<file path="src/rtl/note_pkg.sv">
// Shared definitions for the note arbiter: FSM state encoding and the
// code written to the note bank when a note is released.
package note_pkg;

   typedef enum logic [1:0] {
      ST_IDLE    = 2'd0,
      ST_LOAD    = 2'd1,
      ST_HOLD    = 2'd2,
      ST_RELEASE = 2'd3
   } note_state_e;

   // Note code meaning "no note sounding".
   localparam int SILENCE_CODE = 0;

endpackage

</file>
<file path="src/rtl/note_arbiter_rr_pick.sv">
// Round-robin selector: picks the first asserted request at or after
// 'pointer', wrapping around, and returns it one-hot.
module rr_pick #(
   parameter int N_REQ = 4,
   parameter int PTR_W = 2
) (
   input  logic [N_REQ-1:0] req,
   input  logic [PTR_W-1:0] pointer,
   output logic [N_REQ-1:0] winner
);

   logic [N_REQ-1:0] rot_req;
   logic [N_REQ-1:0] rot_win;
   logic             found;

   // Rotate so the pointer sits at bit 0, take the lowest set bit, rotate back.
   always_comb begin
      rot_req = N_REQ'({req, req} >> pointer);
      rot_win = '0;
      found   = 1'b0;
      for (int i = 0; i < N_REQ; i++) begin
         if (rot_req[i] && !found) begin
            rot_win[i] = 1'b1;
            found      = 1'b1;
         end
      end
      winner = N_REQ'(({rot_win, rot_win} << pointer) >> N_REQ);
   end

endmodule

</file>
<file path="src/rtl/note_arbiter.sv">
// Note arbiter: grants one requester at a time ownership of a shared note
// register bank. A note is loaded (LOAD), held for up to HOLD_CYC cycles
// (HOLD), then silenced (RELEASE). All outputs are registered.
module note_arbiter
   import note_pkg::*;
#(
   parameter int N_REQ    = 4,
   parameter int NOTE_W   = 4,
   parameter int HOLD_CYC = 16
) (
   input  logic                    clk,
   input  logic                    reset_button,
   input  logic [N_REQ-1:0]        req,
   input  logic [N_REQ*NOTE_W-1:0] note_in,
   output logic [N_REQ-1:0]        grant,
   output logic [NOTE_W-1:0]       reg_d,
   output logic                    reg_en,
   output logic                    busy,
   output logic                    note_valid
);

   localparam int PTR_W = (N_REQ > 1) ? $clog2(N_REQ) : 1;
   localparam int CNT_W = $clog2(HOLD_CYC + 1);
   localparam logic [CNT_W-1:0]  CNT_LOAD = CNT_W'(HOLD_CYC - 1);
   localparam logic [NOTE_W-1:0] SILENCE  = NOTE_W'(SILENCE_CODE);

   note_state_e         state_q, state_d;
   logic [CNT_W-1:0]    cnt_q, cnt_d;
   logic [PTR_W-1:0]    ptr_q, ptr_d;
   logic [PTR_W-1:0]    ptr_next;
   logic [N_REQ-1:0]    grant_q, grant_d;
   logic [NOTE_W-1:0]   note_q, note_d;
   logic                en_q, en_d;
   logic                busy_q, busy_d;
   logic                valid_q, valid_d;
   logic [N_REQ-1:0]    winner;
   logic [NOTE_W-1:0]   sel_note;
   logic                win_req;

   rr_pick #(
      .N_REQ (N_REQ),
      .PTR_W (PTR_W)
   ) u_rr_pick (
      .req     (req),
      .pointer (ptr_q),
      .winner  (winner)
   );

   // The current owner keeps the note only while its own request stays high.
   assign win_req = |(req & grant_q);

   // Note code of the round-robin winner (winner is one-hot or zero).
   always_comb begin
      sel_note = '0;
      for (int i = 0; i < N_REQ; i++) begin
         if (winner[i]) sel_note = note_in[i*NOTE_W +: NOTE_W];
      end
   end

   // Search start for the next arbitration: one past the current owner.
   always_comb begin
      ptr_next = '0;
      for (int i = 0; i < N_REQ; i++) begin
         if (grant_q[i]) ptr_next = (i == N_REQ - 1) ? '0 : PTR_W'(i + 1);
      end
   end

   // Next-state logic, hold counter and round-robin pointer update.
   always_comb begin
      state_d = state_q;
      cnt_d   = '0;
      ptr_d   = ptr_q;
      unique case (state_q)
         ST_IDLE: begin
            if (|req) state_d = ST_LOAD;
         end
         ST_LOAD: begin
            state_d = ST_HOLD;
            cnt_d   = CNT_LOAD;
         end
         ST_HOLD: begin
            if ((cnt_q == '0) || !win_req) state_d = ST_RELEASE;
            else                           cnt_d   = cnt_q - CNT_W'(1);
         end
         ST_RELEASE: begin
            state_d = ST_IDLE;
            ptr_d   = ptr_next;
         end
         default: state_d = ST_IDLE;
      endcase
   end

   // Output values for the state being entered; registered below.
   always_comb begin
      grant_d = '0;
      note_d  = SILENCE;
      en_d    = 1'b0;
      valid_d = 1'b0;
      busy_d  = (state_d != ST_IDLE);
      unique case (state_d)
         ST_LOAD: begin
            grant_d = winner;
            note_d  = sel_note;
            en_d    = 1'b1;
         end
         ST_HOLD: begin
            grant_d = grant_q;
            note_d  = note_q;
            valid_d = 1'b1;
         end
         ST_RELEASE: begin
            grant_d = grant_q;
            en_d    = 1'b1;
         end
         default: ;
      endcase
   end

   // State, counter and pointer registers; reset aborts any note in flight.
   always_ff @(posedge clk) begin
      if (reset_button) begin
         state_q <= ST_IDLE;
         cnt_q   <= '0;
         ptr_q   <= '0;
      end else begin
         state_q <= state_d;
         cnt_q   <= cnt_d;
         ptr_q   <= ptr_d;
      end
   end

   // Output registers.
   always_ff @(posedge clk) begin
      if (reset_button) begin
         grant_q <= '0;
         note_q  <= SILENCE;
         en_q    <= 1'b0;
         busy_q  <= 1'b0;
         valid_q <= 1'b0;
      end else begin
         grant_q <= grant_d;
         note_q  <= note_d;
         en_q    <= en_d;
         busy_q  <= busy_d;
         valid_q <= valid_d;
      end
   end

   assign grant      = grant_q;
   assign reg_d      = note_q;
   assign reg_en     = en_q;
   assign busy       = busy_q;
   assign note_valid = valid_q;

endmodule

</file>
<file path="config.mk">
export PLATFORM = sky130hd
export DESIGN_NAME = note_arbiter
export DESIGN_NICKNAME = d
export VERILOG_FILES = /design/src/rtl/note_pkg.sv /design/src/rtl/note_arbiter_rr_pick.sv /design/src/rtl/note_arbiter.sv
export SDC_FILE = /design/constraint.sdc
export NUM_CORES = 1
export LEC_CHECK = 0
export ABC_AREA = 1
export ABC_CLOCK_PERIOD_IN_PS = 2000
export CORE_UTILIZATION = 30
export DETAILED_ROUTE_END_ITERATION = 12
export PLACE_DENSITY = 0.52
export SLEW_MARGIN = 0
export SYNTH_ARGS = -nofsm -noshare
export SYNTH_HDL_FRONTEND = slang
export SYNTH_SLANG_ARGS = --single-unit
</file>
<file path="constraint.sdc">
create_clock -name clk -period 2 [get_ports clk]
set_input_delay 0.3 -clock clk [delete_from_list [all_inputs] [get_ports clk]]
set_output_delay 0.3 -clock clk [all_outputs]
set_load 0.005 [all_outputs]
</file>
==> flow_summary.json <==
{
  "yosysMostFrequentCell": "nand2_1",
  "syn_area_um2": 1340,
  "grt.overflow.total": 0,
  "die_area_um2": 4720,
  "power_uw": 1430,
  "ys_types": 26,
  "synth_seq_area_share_pct": 30.0,
  "setup-tns-final_ns": 0,
  "viasPerCell": 4.70,
  "start_util_pct": 32.2,
  "cts_sinks": 20,
  "dp_hpwl_um": 2700,
  "grt_setup_unrepaired": "false",
  "yosys_warnings": 0,
  "final_cells": 277,
  "num_io_pins": 33,
  "htreeDepth": 1,
  "synth_edf_count": 0,
  "grt_pass1_vias": 1211,
  "async_reset_ff_share_pct": 0,
  "finalNetCount": 256,
  "antenna_found_initial": 0,
  "grt_usage_pct": 16.1,
  "finalCritPeriodShare_pct": 87.2,
  "core_um2": 4140,
  "cts_tree": "built",
  "dp_cells": 273,
  "fp.dieH_um": 68.7,
  "clk_path_buf_depth": 2,
  "cts_setup_buffers": 0,
  "cts_buffers": 3,
  "rows": 23,
  "numPortBuffers": 32,
  "finalInstanceArea_um2": 1820,
  "grt_max_degree": 12,
  "finalSetupViolCount": 0,
  "syn_avg_cell_area_um2": 7.26,
  "outcome": "completed",
  "max-cap-violations": 0,
  "grt_pass1_wl_um": 5550,
  "min_period_ns": 1.74,
  "utilization_pct": 43.9,
  "clk_pin_slew_ns": 0.08,
  "drt-total-wl_um": 3320,
  "die_x_um": 68.7,
  "path_max_fanout": 8,
  "synthTopCellsByCount": "nand2_1 (41), nand3_1 (26), dfxtp_1 (20), inv_1 (19), nor2_1 (16)",
  "clock_latency_ns": 0.26,
  "ctsHoldBuffers": 0,
  "netlist_instances": 184,
  "hold_viol": 0,
  "root_buffer": "clkbuf_8",
  "area_growth_pct": 36.2,
  "crit_path_end_kind": "flop",
  "worst_slew_pin_slew_ns": 0.359,
  "yosys-top-cells-area": "dfxtp_1 (30%), nand2_1 (12%), nand3_1 (9.7%)",
  "ys_ff_latch": 20,
  "clock_skew_ns": 0.00257,
  "worstSetupPathType": "reg2reg",
  "synth_nets": 212,
  "ant_nets": 0,
  "synth_top_area_cell": "dfxtp_1",
  "antennaDiodeCount": 0,
  "ir_worst_vdd_mv": 0.460,
  "p_leak_uw": 0.000788,
  "worstPathArrival_ns": 1.94,
  "vias": 1301,
  "drive_gt1_share_pct": 17.2,
  "ys.flop_type": "dfxtp_1",
  "synth_top_area_share_pct": 30.0,
  "dpl_cell_area_um2": 1760,
  "powerDensity_nw_per_um2": 785,
  "required_ns": 2.20,
  "drt_pass1_iterations": 4,
  "initialDrtViolationCount": 106,
  "drc_errors": 0,
  "post_drt_wl_per_cell_um": 12.0,
  "relSlewSlack_pct": 76.1,
  "max_freq_mhz": 573,
  "place.gp.congestion": 0.786,
  "startpoint_type": "flop",
  "maxSlewViolCount": 0,
  "ctsResizeCount": 0,
  "hold_class": "reg2reg"
}
==> final cells by class <==
class	instances	area (um2)
tap	50	62.6
timing repair buffer	41	388
inverter	22	85.1
sequential	20	400
multi-input combinational	140	827
clock buffer	4	55.1
fill	457	2330
==> per-layer routing <==
metal,part of all wire [%],global-route usage (%)
met5,0,0
met4,0.30,1.53
met3,6.9,4.77
met2,44,25.9
met1,49,22.1
==> power breakdown <==
| part | internal, uW | switching, uW | total, uW | leakage, uW |
|---|---|---|---|---|
| registers | 471 | 40.1 | 511 | 0.000163 |
| clock network | 175 | 143 | 318 | 0.0000288 |
| logic | 281 | 316 | 598 | 0.000596 |
==> logic make-up after synthesis <==
logic type,Yosys count,synth area share [%]
simple gates,111,45.4
xor+xnor,1,0.656
compound gates,22,10.3
fa+ha+maj,6,5.62
buf+inv,24,8.06
flops,20,30.0
==> metrics by stage <==
| step | hold WS, ns | worst slack (ns) |
|---|---|---|
| 2_1_floorplan | 0.369 | 0.389 |
| 3_3_place_gp | 0.438 | -0.00816 |
| 3_5_place_dp | 0.444 | -0.0106 |
| 4_1_cts | 0.455 | 0.269 |
| 5_1_grt | 0.460 | 0.0627 |
| 6_report | 0.452 | 0.256 |
==> worst max-delay path: stages (launching register included) <==
cell,delay (ns)
dfxtp_1,0.54
inv_4,0.13
nand3_1,0.11
nand2_1,0.08
inv_1,0.09
nand4_1,0.13
nand3_1,0.22
nand3_1,0.11
nand3_1,0.09
nand2_1,0.06
a21oi_1,0.11
==> path summary, 6_finish.rpt <==
path	start	endpoint	slack, ns	cells past startpoint
hold reg to reg	cnt_q[0]$_SDFF_PP0_	cnt_q[0]$_SDFF_PP0_	0.45	1
setup / recovery	ptr_q[1]$_SDFFE_PP0N_	reg_d[3]$_SDFFE_PP0N_	0.26	10
setup reg to reg	ptr_q[1]$_SDFFE_PP0N_	reg_d[3]$_SDFFE_PP0N_	0.26	10
hold / removal	cnt_q[0]$_SDFF_PP0_	cnt_q[0]$_SDFF_PP0_	0.45	1
==> placed cells by master (no fill, tap or decap) <==
cell type / Yosys / final
inv_2: 2 / 2
a32o_1: 1 / 1
o21ai_0: 7 / 7
xnor2_1: 1 / 1
nor2_4: 1 / 1
dfxtp_1: 20 / 20
clkbuf_8: 0 / 4
nor4_1: 1 / 1
o21ai_1: 2 / 2
nand4_1: 4 / 4
nor2_1: 16 / 16
o41ai_1: 1 / 1
o31ai_1: 3 / 3
ha_1: 6 / 6
o32ai_2: 1 / 1
nand3_4: 1 / 1
and3_1: 1 / 1
nand3_1: 26 / 26
nand2_4: 6 / 6
clkdlybuf4s50_1: 0 / 32
nand2_1: 41 / 41
inv_4: 1 / 1
nand3_2: 9 / 9
buf_4: 0 / 9
inv_1: 19 / 19
nand4_2: 1 / 1
nand2_2: 4 / 4
a21oi_1: 7 / 7
==> registers in the layout, summed over array words and instances, names as in the netlist <==
signal / cells
grant: 4
busy: 1
reg_en: 1
ptr_q: 2
state_q: 2
note_valid: 1
reg_d: 4
cnt_q: 5
No activity file was read; power rests on OpenSTA's default activity.
